--- config.mk ---
export PLATFORM = sky130hd
export DESIGN_NAME = rvj1_mem_arb
export DESIGN_NICKNAME = d
export VERILOG_FILES = /design/src/rtl/rvj1_mem_arb.sv
export SDC_FILE = /design/constraint.sdc
export NUM_CORES = 1
export LEC_CHECK = 0
export CORE_AREA = 4 4 108 110
export CTS_BUF_LIST = sky130_fd_sc_hd__clkbuf_8
export CTS_CLUSTER_DIAMETER = 120
export DETAILED_ROUTE_END_ITERATION = 10
export DIE_AREA = 0 0 112 114
export GPL_TIMING_DRIVEN = 0
export PLACE_DENSITY = 0.75
export SYNTH_ARGS = -nofsm -noshare
export SYNTH_HDL_FRONTEND = slang
export SYNTH_SLANG_ARGS = --single-unit
--- constraint.sdc ---
create_clock -name clk_i -period 2.3 [get_ports clk_i]
set_input_delay 0.575 -clock clk_i [delete_from_list [all_inputs] [get_ports clk_i]]
set_output_delay 0.575 -clock clk_i [all_outputs]
set_load 0.1 [all_outputs]
--- src/rtl/rvj1_mem_arb.sv ---
// Two-to-one memory port arbiter: IFU and LSU share one memory bus, one transaction outstanding.
// LSU has priority; a starvation counter hands the bus to a waiting IFU after STARVE_LIMIT LSU grants.
module rvj1_mem_arb #(
   parameter int XLEN         = 32,
   parameter int STARVE_LIMIT = 4
) (
   input  logic              clk_i,
   input  logic              rstn_i,
   input  logic              ifu_req_i,
   input  logic [XLEN-1:0]   ifu_addr_i,
   output logic              ifu_gnt_o,
   output logic              ifu_rvalid_o,
   output logic [XLEN-1:0]   ifu_rdata_o,
   input  logic              lsu_req_i,
   input  logic              lsu_we_i,
   input  logic [XLEN/8-1:0] lsu_be_i,
   input  logic [XLEN-1:0]   lsu_addr_i,
   input  logic [XLEN-1:0]   lsu_wdata_i,
   output logic              lsu_gnt_o,
   output logic              lsu_rvalid_o,
   output logic [XLEN-1:0]   lsu_rdata_o,
   output logic              lsu_err_o,
   output logic              mem_req_o,
   output logic              mem_we_o,
   output logic [XLEN/8-1:0] mem_be_o,
   output logic [XLEN-1:0]   mem_addr_o,
   output logic [XLEN-1:0]   mem_wdata_o,
   input  logic              mem_gnt_i,
   input  logic              mem_rvalid_i,
   input  logic [XLEN-1:0]   mem_rdata_i,
   input  logic              mem_err_i,
   output logic              busy_o,
   output logic              proto_err_o
);

   typedef enum logic [2:0] {
      S_IDLE,
      S_REQ_IFU,
      S_REQ_LSU,
      S_WAIT_IFU,
      S_WAIT_LSU
   } state_t;

   localparam logic [3:0] LIMIT = 4'(STARVE_LIMIT);

   state_t            r_state;
   state_t            w_state_next;
   logic [3:0]        r_starve_cnt;
   logic [3:0]        w_starve_next;
   logic              r_proto_err;
   logic              w_proto_err_next;

   logic              w_in_wait;
   logic              w_in_req;
   logic              w_window;
   logic              w_lsu_wins;
   logic              w_ifu_wins;
   logic              w_sel_ifu;
   logic              w_sel_lsu;
   logic              w_req;
   logic              w_ifu_gnt;
   logic              w_lsu_gnt;
   logic              w_we;
   logic [XLEN/8-1:0] w_be;
   logic [XLEN-1:0]   w_addr;
   logic [XLEN-1:0]   w_wdata;

   assign w_in_wait  = (r_state == S_WAIT_IFU) || (r_state == S_WAIT_LSU);
   assign w_in_req   = (r_state == S_REQ_IFU) || (r_state == S_REQ_LSU);
   assign w_window   = (r_state == S_IDLE) || (w_in_wait && mem_rvalid_i);
   assign w_lsu_wins = lsu_req_i && !(ifu_req_i && (r_starve_cnt == LIMIT));
   assign w_ifu_wins = ifu_req_i && !w_lsu_wins;

   // Selection is re-evaluated only in the window; REQ_* keeps it locked until granted or dropped.
   always_comb begin
      w_sel_ifu = 1'b0;
      w_sel_lsu = 1'b0;
      if (w_window) begin
         w_sel_ifu = w_ifu_wins;
         w_sel_lsu = w_lsu_wins;
      end else if (r_state == S_REQ_IFU) begin
         w_sel_ifu = 1'b1;
      end else if (r_state == S_REQ_LSU) begin
         w_sel_lsu = 1'b1;
      end
   end

   assign w_req     = (w_sel_ifu && ifu_req_i) || (w_sel_lsu && lsu_req_i);
   assign w_ifu_gnt = mem_gnt_i && w_req && w_sel_ifu;
   assign w_lsu_gnt = mem_gnt_i && w_req && w_sel_lsu;

   always_comb begin
      w_we    = 1'b0;
      w_be    = '0;
      w_addr  = '0;
      w_wdata = '0;
      if (w_sel_ifu) begin
         w_be   = '1;
         w_addr = ifu_addr_i;
      end else if (w_sel_lsu) begin
         w_we    = lsu_we_i;
         w_be    = lsu_be_i;
         w_addr  = lsu_addr_i;
         w_wdata = lsu_wdata_i;
      end
   end

   always_comb begin
      w_state_next = r_state;
      if (w_window) begin
         if (w_sel_lsu)
            w_state_next = mem_gnt_i ? S_WAIT_LSU : S_REQ_LSU;
         else if (w_sel_ifu)
            w_state_next = mem_gnt_i ? S_WAIT_IFU : S_REQ_IFU;
         else
            w_state_next = S_IDLE;
      end else if (r_state == S_REQ_IFU) begin
         if (!ifu_req_i)
            w_state_next = S_IDLE;
         else if (mem_gnt_i)
            w_state_next = S_WAIT_IFU;
      end else if (r_state == S_REQ_LSU) begin
         if (!lsu_req_i)
            w_state_next = S_IDLE;
         else if (mem_gnt_i)
            w_state_next = S_WAIT_LSU;
      end
   end

   always_comb begin
      w_starve_next = r_starve_cnt;
      if (w_lsu_gnt) begin
         if (!ifu_req_i)
            w_starve_next = 4'd0;
         else if (r_starve_cnt >= LIMIT)
            w_starve_next = LIMIT;
         else
            w_starve_next = r_starve_cnt + 4'd1;
      end else if (w_ifu_gnt) begin
         w_starve_next = 4'd0;
      end
   end

   // A response with nothing outstanding is a memory-side protocol violation.
   assign w_proto_err_next = r_proto_err || (mem_rvalid_i && ((r_state == S_IDLE) || w_in_req));

   always_ff @(posedge clk_i or negedge rstn_i) begin
      if (!rstn_i) begin
         r_state      <= S_IDLE;
         r_starve_cnt <= 4'd0;
         r_proto_err  <= 1'b0;
      end else begin
         r_state      <= w_state_next;
         r_starve_cnt <= w_starve_next;
         r_proto_err  <= w_proto_err_next;
      end
   end

   // Every output is forced low while reset is asserted, independent of the inputs.
   assign mem_req_o    = rstn_i && w_req;
   assign mem_we_o     = rstn_i && w_we;
   assign mem_be_o     = {(XLEN/8){rstn_i}} & w_be;
   assign mem_addr_o   = {XLEN{rstn_i}} & w_addr;
   assign mem_wdata_o  = {XLEN{rstn_i}} & w_wdata;
   assign ifu_gnt_o    = rstn_i && w_ifu_gnt;
   assign lsu_gnt_o    = rstn_i && w_lsu_gnt;
   assign ifu_rvalid_o = rstn_i && (r_state == S_WAIT_IFU) && mem_rvalid_i;
   assign lsu_rvalid_o = rstn_i && (r_state == S_WAIT_LSU) && mem_rvalid_i;
   assign lsu_err_o    = rstn_i && (r_state == S_WAIT_LSU) && mem_rvalid_i && mem_err_i;
   assign ifu_rdata_o  = {XLEN{rstn_i}} & mem_rdata_i;
   assign lsu_rdata_o  = {XLEN{rstn_i}} & mem_rdata_i;
   assign busy_o       = rstn_i && (r_state != S_IDLE);
   assign proto_err_o  = rstn_i && r_proto_err;

endmodule

# --- After elaboration in Yosys (flattened, before gate mapping) ---
# Index checks and enable logic that the tools add are counted.
totals:
  regBits: 8
  output_inout_bits: 141
  inputBits: 140
op_classes:
  muxes: 28
  eq_ne: 7
  n_reduce_logical: 34
  n_lt_le_gt_ge: 1
  addsub: 1
  bitwise: 4
op_table:
  columns: ["cell", "count"]
  rows:
  - ["2-to-1 mux 32 bit", 4]
  - ["AND 32 bit", 3]
  - ["2-to-1 mux 3 bit", 9]
  - ["2-to-1 mux 4 bit", 6]
  - ["logical AND 1 bit", 21]
  - ["2-to-1 mux 1 bit", 7]
  - ["equality test 3 x 2 -> 1 bit (second input constant)", 2]
  - ["logical OR 1 bit", 6]
  - ["nonzero test 3 bit", 2]
  - ["adder 4 x 1 -> 4 bit (second input constant)", 1]
  - ["AND 4 bit", 1]
  - ["equality test 4 x 3 -> 1 bit (second input constant)", 1]
  - ["greater-or-equal comparator 4 x 3 -> 1 bit (second input constant)", 1]
  - ["2-to-1 mux 2 bit", 2]
  - ["inequality test 4 x 1 -> 1 bit (second input constant)", 1]
  - ["inequality test 4 bit (second input constant)", 1]
  - ["equality test 3 x 1 -> 1 bit (second input constant)", 1]
  - ["equality test 3 bit (second input constant)", 1]
  - ["zero test 3 bit", 1]
  - ["AND reduction 3 bit", 1]
  - ["zero test 1 bit", 2]
  - ["nonzero test 2 bit", 1]

# --- Longest topological paths before layout ---
# Gate-level depths: netlist of run 1.
logic_depth:
  word_depth: 13
  mapped_depth: 9
  depth_no_buf: 7

# --- Worst setup path after synthesis of run 1 ---
# OpenSTA, ideal clock, no wires.
synth_timing:
  kind: "input-to-output"
  from: "in rstn_i"
  to: "out busy_o"
  required_time_ps: 1725
  arrival_time_ps: 2984
  setup_slack_ps: -1259
  path_stages: 2
  cell_sequence: "clkbuf_1 > a21boi_0"
synth_via:
  elab_chain_len: 1
synth_rtl:
  columns: ["item", "line", "rtl"]
  rows:
  - ["start, declared", "8", "input logic rstn_i,"]
  - ["logical AND 1 bit", "172", "assign busy_o = rstn_i && (r_state != S_IDLE);"]
  - ["end, declared", "32", "output logic busy_o,"]
# No other way between the ends.

# --- Final worst setup path of run 1 ---
layout_timing:
  from: "reg r_starve_cnt[0]"
  to: "out mem_addr_o[4]"
layout_via:
  elab_chain_len: 9
  word_cells_on_any_way: 11
  cone_classes: "eq/ne (1); mux (4); bitwise (1); reduce/logical (5)"
layout_rtl:
  columns: ["item", "line", "rtl"]
  rows:
  - ["start, declared", "48", "logic [3:0] r_starve_cnt;"]
  - ["start signal, assigned", "154", "r_starve_cnt <= w_starve_next;"]
  - ["equality test 4 x 3 -> 1 bit *", "71", "assign w_lsu_wins = lsu_req_i && !(ifu_req_i && (r_starve_cnt == LIMIT));"]
  - ["logical AND 1 bit *", "71", null]
  - ["zero test 1 bit *", "71", null]
  - ["logical AND 1 bit *", "71", null]
  - ["zero test 1 bit", "72", "assign w_ifu_wins = ifu_req_i && !w_lsu_wins;"]
  - ["logical AND 1 bit", "72", null]
  - ["2-to-1 mux 1 bit", "78", "if (w_window) begin"]
  - ["2-to-1 mux 32 bit *", "97", "if (w_sel_ifu) begin"]
  - ["AND 32 bit *", "163", "assign mem_addr_o = {XLEN{rstn_i}} & w_addr;"]
  - ["end, declared", "26", "output logic [XLEN-1:0] mem_addr_o,"]
# Every way passes the cells marked *; elsewhere a longest branch is shown, timed or not.

==> flow_results.xml, run 1 <==
<?xml version="1.0" encoding="UTF-8"?>
<metrics>
  <group name="layout">
    <metric name="antenna_cells_inserted" unit="">0</metric>
    <metric name="fillerInstances" unit="">874</metric>
    <metric name="drive_above_1_share" unit="%">66.8</metric>
    <metric name="post_layout_nonfiller_instances" unit="">707</metric>
    <metric name="num-nets-final" unit="">711</metric>
    <metric name="layout_common_cells" unit="">134 x sky130_fd_sc_hd__clkdlybuf4s50_1, 75 x sky130_fd_sc_hd__buf_12, 57 x sky130_fd_sc_hd__buf_4</metric>
    <metric name="layout_commonest_cell" unit="">sky130_fd_sc_hd__clkdlybuf4s50_1</metric>
    <metric name="area_delta_synth_final" unit="%">250</metric>
    <metric name="design_area" unit="sq um">6340</metric>
    <metric name="final_core_util" unit="%">59.3</metric>
  </group>
  <group name="place">
    <metric name="port_buffers" unit="">280</metric>
    <metric name="post_dp_cell_area" unit="sq um">5340</metric>
    <metric name="gpl.final_weighted_congestion" unit="">0.936</metric>
    <metric name="pre_cts_ws" unit="ns">-2.18</metric>
    <metric name="place_inst" unit="">683</metric>
    <metric name="place.detailed.hpwl" unit="microns">9620</metric>
  </group>
  <group name="setup_path">
    <metric name="critical_path.slowest_cell" unit="">sky130_fd_sc_hd__dfrtp_1</metric>
    <metric name="critical_path.reg2reg.startpoint" unit="">r_starve_cnt[0]</metric>
    <metric name="cp_data_required_time" unit="ns">1.73</metric>
    <metric name="cp.arrival" unit="ns">2.22</metric>
    <metric name="path_class" unit="">reg -&gt; out</metric>
    <metric name="setup.worst_path.start" unit="">r_starve_cnt[0]</metric>
    <metric name="worst_path_dominant_cell_family" unit="">buffers and inverters</metric>
    <metric name="end_kind" unit="">output pin</metric>
    <metric name="cp.buffers_inverters" unit="">5</metric>
    <metric name="critical_path.max_fanout" unit="">6</metric>
    <metric name="path_common_cell" unit="">sky130_fd_sc_hd__buf_6</metric>
    <metric name="critical_path.cell_chain" unit="">inv_2, ha_4, nand4b_1, a21boi_2, o21a_1, buf_6, buf_6, buf_6, a22oi_2, nor2_4, buf_12</metric>
    <metric name="worst_path_largest_cell_delay" unit="ns">0.39</metric>
    <metric name="crit_path_start_kind" unit="">flip-flop</metric>
  </group>
  <group name="logic_synthesis">
    <metric name="netlist-cell-type-count" unit="">31</metric>
    <metric name="syn-cell-area" unit="sq um">1810</metric>
    <metric name="syn_area_per_cell" unit="sq um">6.88</metric>
    <metric name="synthSimpleGateAreaFrac" unit="%">39.5</metric>
    <metric name="synth.yosys.seq_area_share" unit="%">11.1</metric>
    <metric name="yosys_register_bits" unit="">8</metric>
    <metric name="yosysWarningCount" unit="">0</metric>
    <metric name="post_synth_mux_area_share" unit="%">1.66</metric>
    <metric name="synth-adder-area-share" unit="%">1.38</metric>
    <metric name="synthesized_nets" unit="">405</metric>
    <metric name="synth_compound_gate_area_share" unit="%">22.9</metric>
    <metric name="synth_top_family_by_area" unit="">simple AND/OR/NAND/NOR gates</metric>
    <metric name="synth-xor-area-share" unit="%">0</metric>
    <metric name="post_synth_inst_count" unit="">263</metric>
  </group>
  <group name="pwr">
    <metric name="ir_worst_vdd" unit="V">0.00115</metric>
    <metric name="power.density" unit="nW/um^2">1390</metric>
    <metric name="total_power" unit="mW">8.83</metric>
    <metric name="p_leak" unit="nW">2.68</metric>
  </group>
  <group name="drt">
    <metric name="post-route-drc-count" unit="">0</metric>
    <metric name="drtPass1Iterations" unit="">4</metric>
    <metric name="drtAntennaViolNets" unit="">0</metric>
    <metric name="routed_wire_length_per_instance" unit="microns">17.8</metric>
    <metric name="route.vias.total" unit="">3166</metric>
    <metric name="routed_wl" unit="microns">12600</metric>
    <metric name="drt_iter0_drc" unit="">116</metric>
    <metric name="detail_route.vias_per_cell" unit="">4.48</metric>
  </group>
  <group name="floorplanning">
    <metric name="die_width" unit="microns">112</metric>
    <metric name="core_region_area" unit="sq um">10700</metric>
    <metric name="die_h" unit="microns">114</metric>
    <metric name="initial_core_util" unit="%">16.9</metric>
    <metric name="placementRows" unit="">38</metric>
    <metric name="fp.dieArea" unit="sq um">12800</metric>
    <metric name="io-pin-count" unit="">281</metric>
  </group>
  <group name="sta">
    <metric name="number_of_hold_violations_in_the_final_report" unit="">0</metric>
    <metric name="final-setup-viol-count" unit="">72</metric>
    <metric name="rsz0062_at_grt" unit="">true</metric>
    <metric name="worst_rel_slew_slack" unit="%">62.2</metric>
    <metric name="drv_slew" unit="">0</metric>
    <metric name="share_of_the_clock_period_used_by_the_worst_path" unit="%">121</metric>
    <metric name="fmaxAchievable" unit="GHz">0.358</metric>
    <metric name="clock-skew-final" unit="ns">0.00567</metric>
    <metric name="final.min_clock_period" unit="ns">2.79</metric>
    <metric name="final_critical_path_setup_slack" unit="ns">-0.494</metric>
    <metric name="worst_slew_pin_slew" unit="ns">0.568</metric>
  </group>
  <group name="min_path">
    <metric name="type_of_the_worst_min_delay_path" unit="">in -&gt; async</metric>
  </group>
  <group name="clock_tree">
    <metric name="clock_sinks" unit="">8</metric>
    <metric name="tritoncts.num_buffers" unit="">3</metric>
    <metric name="worst_setup_hold_path_clk_slew" unit="ns">0.05</metric>
    <metric name="clock_tree_from_tritoncts" unit="">built</metric>
    <metric name="cts.root.buffer_cell" unit="">sky130_fd_sc_hd__clkbuf_8</metric>
    <metric name="cts-root-to-sink-buffers" unit="">2</metric>
    <metric name="cts.hold.buffers_added" unit="">0</metric>
    <metric name="clk-insertion-delay-late" unit="ns">0.24</metric>
    <metric name="cts.htree.levels" unit="">1</metric>
  </group>
  <group name="global_route">
    <metric name="grt_max_degree" unit="">17</metric>
    <metric name="grtUsageTotal" unit="%">17.4</metric>
    <metric name="grt_first_pass_wirelength" unit="microns">17800</metric>
    <metric name="first_global_vias" unit="">3296</metric>
    <metric name="grt-ovfl-total" unit="">0</metric>
    <metric name="antenna_found_initial" unit="">0</metric>
  </group>
  <group name="run_status">
    <metric name="violations" unit="">negative setup slack</metric>
    <metric name="outcome" unit="">finished with violations</metric>
  </group>
  <group name="run">
    <metric name="maxCapViolations" unit="">0</metric>
  </group>
</metrics>
## cells by family (layout without fill, tap and decap cells)
group,Yosys count,in the layout
AOI/OAI and AO/OA,55,55
buffers and inverters,61,365
muxes,3,3
adders and majority gates,2,2
and+or+nand+nor,134,134
DFF,8,8
## area by class of cell
type	instances	area (sq um)	share of cell area, %
Multi-Input combinational cell	194	1890	29.7
Buffer	56	498	7.85
Tap cell	140	175	2.76
Timing Repair Buffer	302	3530	55.6
Sequential cell	8	201	3.18
Clock buffer	3	41.3	0.651
Inverter	4	15.0	0.237
## metrics by stage
stage,setup TNS (ns),hold WS (ns)
floorplan,-10.97,0.279
global placement,-254.06,0.442
detailed placement,-258.02,0.482
CTS,-30.97,0.159
global route,-35.16,0.152
finish,-27.70,0.159
## where the power goes
group | switching (mW) | internal (mW) | leakage [nW]
registers | 0.0276 | 0.182 | 0.101
clock network | 0.0631 | 0.114 | 0.0216
logic | 5.15 | 3.30 | 2.56
## cells in the mapped netlist, drive strengths merged
library cell / number / area [sq um]
a21boi: 2 / 15.0
a21o: 1 / 7.51
a21oi: 8 / 40.0
a22oi: 32 / 240
a2bb2oi: 2 / 17.5
a31o: 1 / 8.76
a32oi: 1 / 8.76
and2: 34 / 213
and3: 37 / 231
buf: 45 / 364
clkbuf: 12 / 45.0
dfrtp: 8 / 200
ha: 2 / 25.0
inv: 4 / 15.0
mux2i: 3 / 30.0
nand2: 6 / 22.5
nand2b: 1 / 6.26
nand3: 6 / 30.0
nand4b: 2 / 17.5
nor2: 45 / 169
nor2b: 1 / 6.26
nor3b: 2 / 20.0
o21a: 1 / 7.51
o21ai: 2 / 10.0
o21bai: 1 / 18.8
o31a: 1 / 17.5
o31ai: 2 / 15.0
o41ai: 1 / 8.76
## worst paths after layout
path | end | slack (ns) | depth (start not counted)
max | mem_addr_o[4] | -0.49 | 11
min | r_state[1] | 0.16 | 1
max reg2reg | r_starve_cnt[0] | 0.44 | 11
min reg2reg | r_proto_err | 0.49 | 1
max in group asynchronous | r_state[2] | 1.97 | 1
min in group clk_i | r_proto_err | 0.49 | 1
## per-layer routing
layer,track usage (%),wire length [microns]
met1,18.1,4400
met2,33.7,6790
met3,5.78,1230
met4,4.09,196
met5,0,0
## timing repair
item                       4_1_cts  5_1_grt
buffers inserted                 2       17
setup endpoints to repair      141      130
pin swaps                       31       14
resized for setup              965      163
cloned                           0        3
## state kept, by name, summed over array words and instances (netlist names)
register and cells:
r_proto_err 1, r_state 3, r_starve_cnt 4
(Power assumes the default switching activity.)
==> inputs of run 2 (changes only) <==
--- a/config.mk
+++ b/config.mk
@@ -7,11 +7,12 @@
 export LEC_CHECK = 0
 export CORE_AREA = 4 4 108 110
 export CTS_BUF_LIST = sky130_fd_sc_hd__clkbuf_8
-export CTS_CLUSTER_DIAMETER = 120
+export CTS_CLUSTER_DIAMETER = 150
 export DETAILED_ROUTE_END_ITERATION = 10
 export DIE_AREA = 0 0 112 114
-export GPL_TIMING_DRIVEN = 0
+export GPL_TIMING_DRIVEN = 1
 export PLACE_DENSITY = 0.75
 export SYNTH_ARGS = -nofsm -noshare
 export SYNTH_HDL_FRONTEND = slang
 export SYNTH_SLANG_ARGS = --single-unit
+export TNS_END_PERCENT = 10
==> run 2 against run 1 <==
The flow still finishes with violations (negative setup slack). Non-clock buffer count shrank 25. Setup slack gained 0.13 ns. Critical path depth shrank 1. Largest power group unchanged. Power grew 4.8%. Register-to-register slack lost 0.06 ns. Sequential share of layout area shrank 0.29 points. Flip-flop and latch count is the same. Cell area grew 11%. Hold slack gained 0.20 ns. Combinational power grew 4.7%. Clock power is essentially flat. Final cell count shrank 3.5%.
==> flow_results.xml, run 2 (synthesis results as in run 1) <==
<?xml version="1.0" encoding="UTF-8"?>
<metrics>
  <group name="setup_path">
    <metric name="crit_path_start_kind" unit="">flip-flop</metric>
    <metric name="path_class" unit="">reg -&gt; out</metric>
    <metric name="end_kind" unit="">output pin</metric>
    <metric name="cp.arrival" unit="ns">2.09</metric>
    <metric name="critical_path.max_fanout" unit="">3</metric>
    <metric name="cp_data_required_time" unit="ns">1.73</metric>
  </group>
  <group name="clock_tree">
    <metric name="cts.hold.buffers_added" unit="">0</metric>
    <metric name="clock_sinks" unit="">8</metric>
    <metric name="tritoncts.num_buffers" unit="">3</metric>
    <metric name="clock_tree_from_tritoncts" unit="">built</metric>
    <metric name="cts-root-to-sink-buffers" unit="">2</metric>
    <metric name="worst_setup_hold_path_clk_slew" unit="ns">0.04</metric>
    <metric name="cts.htree.levels" unit="">1</metric>
    <metric name="clk-insertion-delay-late" unit="ns">0.23</metric>
    <metric name="cts.root.buffer_cell" unit="">sky130_fd_sc_hd__clkbuf_8</metric>
  </group>
  <group name="layout">
    <metric name="layout_common_cells" unit="">149 x sky130_fd_sc_hd__buf_12, 135 x sky130_fd_sc_hd__clkdlybuf4s50_1, 36 x sky130_fd_sc_hd__and3_4</metric>
    <metric name="largest_register_by_flop_count" unit="">r_starve_cnt</metric>
    <metric name="antenna_cells_inserted" unit="">0</metric>
    <metric name="layout_commonest_cell" unit="">sky130_fd_sc_hd__buf_12</metric>
    <metric name="num-nets-final" unit="">686</metric>
    <metric name="reg.largest.list" unit="">r_starve_cnt: 4 flops, r_state: 3 flops, r_proto_err: 1 flops</metric>
    <metric name="design_area" unit="sq um">7030</metric>
    <metric name="drive_above_1_share" unit="%">60.1</metric>
    <metric name="area_delta_synth_final" unit="%">289</metric>
    <metric name="largest_reg_flops" unit="">4</metric>
  </group>
  <group name="drt">
    <metric name="routed_wire_length_per_instance" unit="microns">20.0</metric>
    <metric name="drtAntennaViolNets" unit="">0</metric>
    <metric name="drt_iter0_drc" unit="">197</metric>
    <metric name="detail_route.vias_per_cell" unit="">4.61</metric>
    <metric name="post-route-drc-count" unit="">0</metric>
    <metric name="drtPass1Iterations" unit="">4</metric>
    <metric name="routed_wl" unit="microns">13600</metric>
    <metric name="route.vias.total" unit="">3142</metric>
  </group>
  <group name="global_route">
    <metric name="grt_max_degree" unit="">37</metric>
    <metric name="grt-ovfl-total" unit="">0</metric>
    <metric name="antenna_found_initial" unit="">0</metric>
    <metric name="first_global_vias" unit="">3503</metric>
    <metric name="grt_first_pass_wirelength" unit="microns">19800</metric>
    <metric name="grtUsageTotal" unit="%">19.7</metric>
  </group>
  <group name="sta">
    <metric name="worst_slew_pin_slew" unit="ns">0.427</metric>
    <metric name="share_of_the_clock_period_used_by_the_worst_path" unit="%">116</metric>
    <metric name="final_critical_path_setup_slack" unit="ns">-0.361</metric>
    <metric name="number_of_hold_violations_in_the_final_report" unit="">0</metric>
    <metric name="worst_rel_slew_slack" unit="%">71.3</metric>
    <metric name="rsz0062_at_grt" unit="">true</metric>
    <metric name="drv_slew" unit="">0</metric>
    <metric name="final.min_clock_period" unit="ns">2.66</metric>
    <metric name="final-setup-viol-count" unit="">72</metric>
    <metric name="fmaxAchievable" unit="GHz">0.376</metric>
    <metric name="clock-skew-final" unit="ns">0.000416</metric>
  </group>
  <group name="pwr">
    <metric name="power.density" unit="nW/um^2">1320</metric>
    <metric name="ir_worst_vdd" unit="V">0.000995</metric>
    <metric name="p_leak" unit="nW">2.80</metric>
    <metric name="total_power" unit="mW">9.26</metric>
  </group>
  <group name="floorplanning">
    <metric name="die_width" unit="microns">112</metric>
    <metric name="die_h" unit="microns">114</metric>
    <metric name="initial_core_util" unit="%">16.9</metric>
    <metric name="fp.dieArea" unit="sq um">12800</metric>
    <metric name="io-pin-count" unit="">281</metric>
    <metric name="placementRows" unit="">38</metric>
    <metric name="core_region_area" unit="sq um">10700</metric>
  </group>
  <group name="place">
    <metric name="post_dp_cell_area" unit="sq um">6250</metric>
    <metric name="port_buffers" unit="">280</metric>
    <metric name="gpl.final_weighted_congestion" unit="">0.929</metric>
    <metric name="place.detailed.hpwl" unit="microns">10100</metric>
  </group>
  <group name="run">
    <metric name="maxCapViolations" unit="">0</metric>
  </group>
  <group name="min_path">
    <metric name="type_of_the_worst_min_delay_path" unit="">in -&gt; async</metric>
  </group>
  <group name="run_status">
    <metric name="violations" unit="">negative setup slack</metric>
    <metric name="outcome" unit="">finished with violations</metric>
  </group>
</metrics>
==> run 2: power by group <==
group	total (mW)	internal (mW)	leakage, nW	switching (mW)
Sequential	0.239	0.184	0.0996	0.0554
Combinational	8.85	3.63	2.68	5.22
Clock	0.174	0.114	0.0216	0.0603
==> run 2: layer usage <==
| layer | GRT usage [%] | share of wire (%) |
|---|---|---|
| met5 | 0 | 0 |
| met4 | 6.57 | 2.5 |
| met3 | 5.04 | 8.2 |
| met1 | 19.8 | 34 |
| met2 | 39.3 | 56 |
==> run 2: final timing paths <==
| check | from | to | slack [ns] | cells past startpoint |
|---|---|---|---|---|
| setup / recovery | r_starve_cnt[1] | ifu_gnt_o | -0.36 | 10 |
| hold / removal | rstn_i | r_proto_err | 0.36 | 2 |
| setup reg to reg | r_starve_cnt[1] | r_starve_cnt[1] | 0.38 | 10 |
| hold reg to reg | r_proto_err | r_proto_err | 0.47 | 1 |
| max in group asynchronous | rstn_i | r_state[0] | 1.69 | 2 |
| min in group clk_i | r_proto_err | r_proto_err | 0.47 | 1 |
==> run 2: per-stage QoR <==
step / setup slack [ns] / hold slack, ns / std cells / utilization, % / TNS, ns
3_3_place_gp: -0.659 / 0.467 / 655 / 58.4 / -44.36
5_1_grt: -0.466 / 0.376 / 682 / 65.8 / -29.43
2_1_floorplan: -0.469 / 0.279 / 263 / - / -38.33
3_5_place_dp: -0.740 / 0.460 / 655 / 58.4 / -48.46
6_report: -0.361 / 0.360 / 682 / 65.8 / -23.09
4_1_cts: -0.416 / 0.358 / 677 / 64.9 / -23.80
==> run 2: final cells by class <==
cell class / instances / area (sq um)
clock buffer: 3 / 41.3
fill: 749 / 3660
inverter: 4 / 15.0
multi-input combinational: 194 / 1750
sequential: 8 / 203
tap: 140 / 175
timing repair buffer: 333 / 4850
==> run 2: worst max-delay path, stage by stage (launching register included) <==
cell                       delay (ns)
sky130_fd_sc_hd__dfrtp_1         0.38
sky130_fd_sc_hd__inv_2           0.08
sky130_fd_sc_hd__ha_4            0.12
sky130_fd_sc_hd__nand4b_1        0.15
sky130_fd_sc_hd__buf_4           0.19
sky130_fd_sc_hd__buf_4           0.12
sky130_fd_sc_hd__and3_4          0.17
sky130_fd_sc_hd__a32oi_2         0.18
sky130_fd_sc_hd__nand2_2         0.11
sky130_fd_sc_hd__and3_4          0.17
sky130_fd_sc_hd__buf_12          0.16
==> run 2: repair_timing <==
item                                    4_1_cts  5_1_grt
gates cloned                                  6        2
pin swaps                                    57       36
resized for setup                            86       15
endpoints found under the setup margin       75       72
buffers inserted                             13        6
==> inputs of run 3 (changes only) <==
--- a/config.mk
+++ b/config.mk
@@ -10,6 +10,7 @@
 export CTS_CLUSTER_DIAMETER = 150
 export DETAILED_ROUTE_END_ITERATION = 10
 export DIE_AREA = 0 0 112 114
+export GPL_ROUTABILITY_DRIVEN = 0
 export GPL_TIMING_DRIVEN = 1
 export PLACE_DENSITY = 0.75
 export SYNTH_ARGS = -nofsm -noshare
==> results of run 3 <==
Final layout, timing and power as in run 2 (identical DEF).
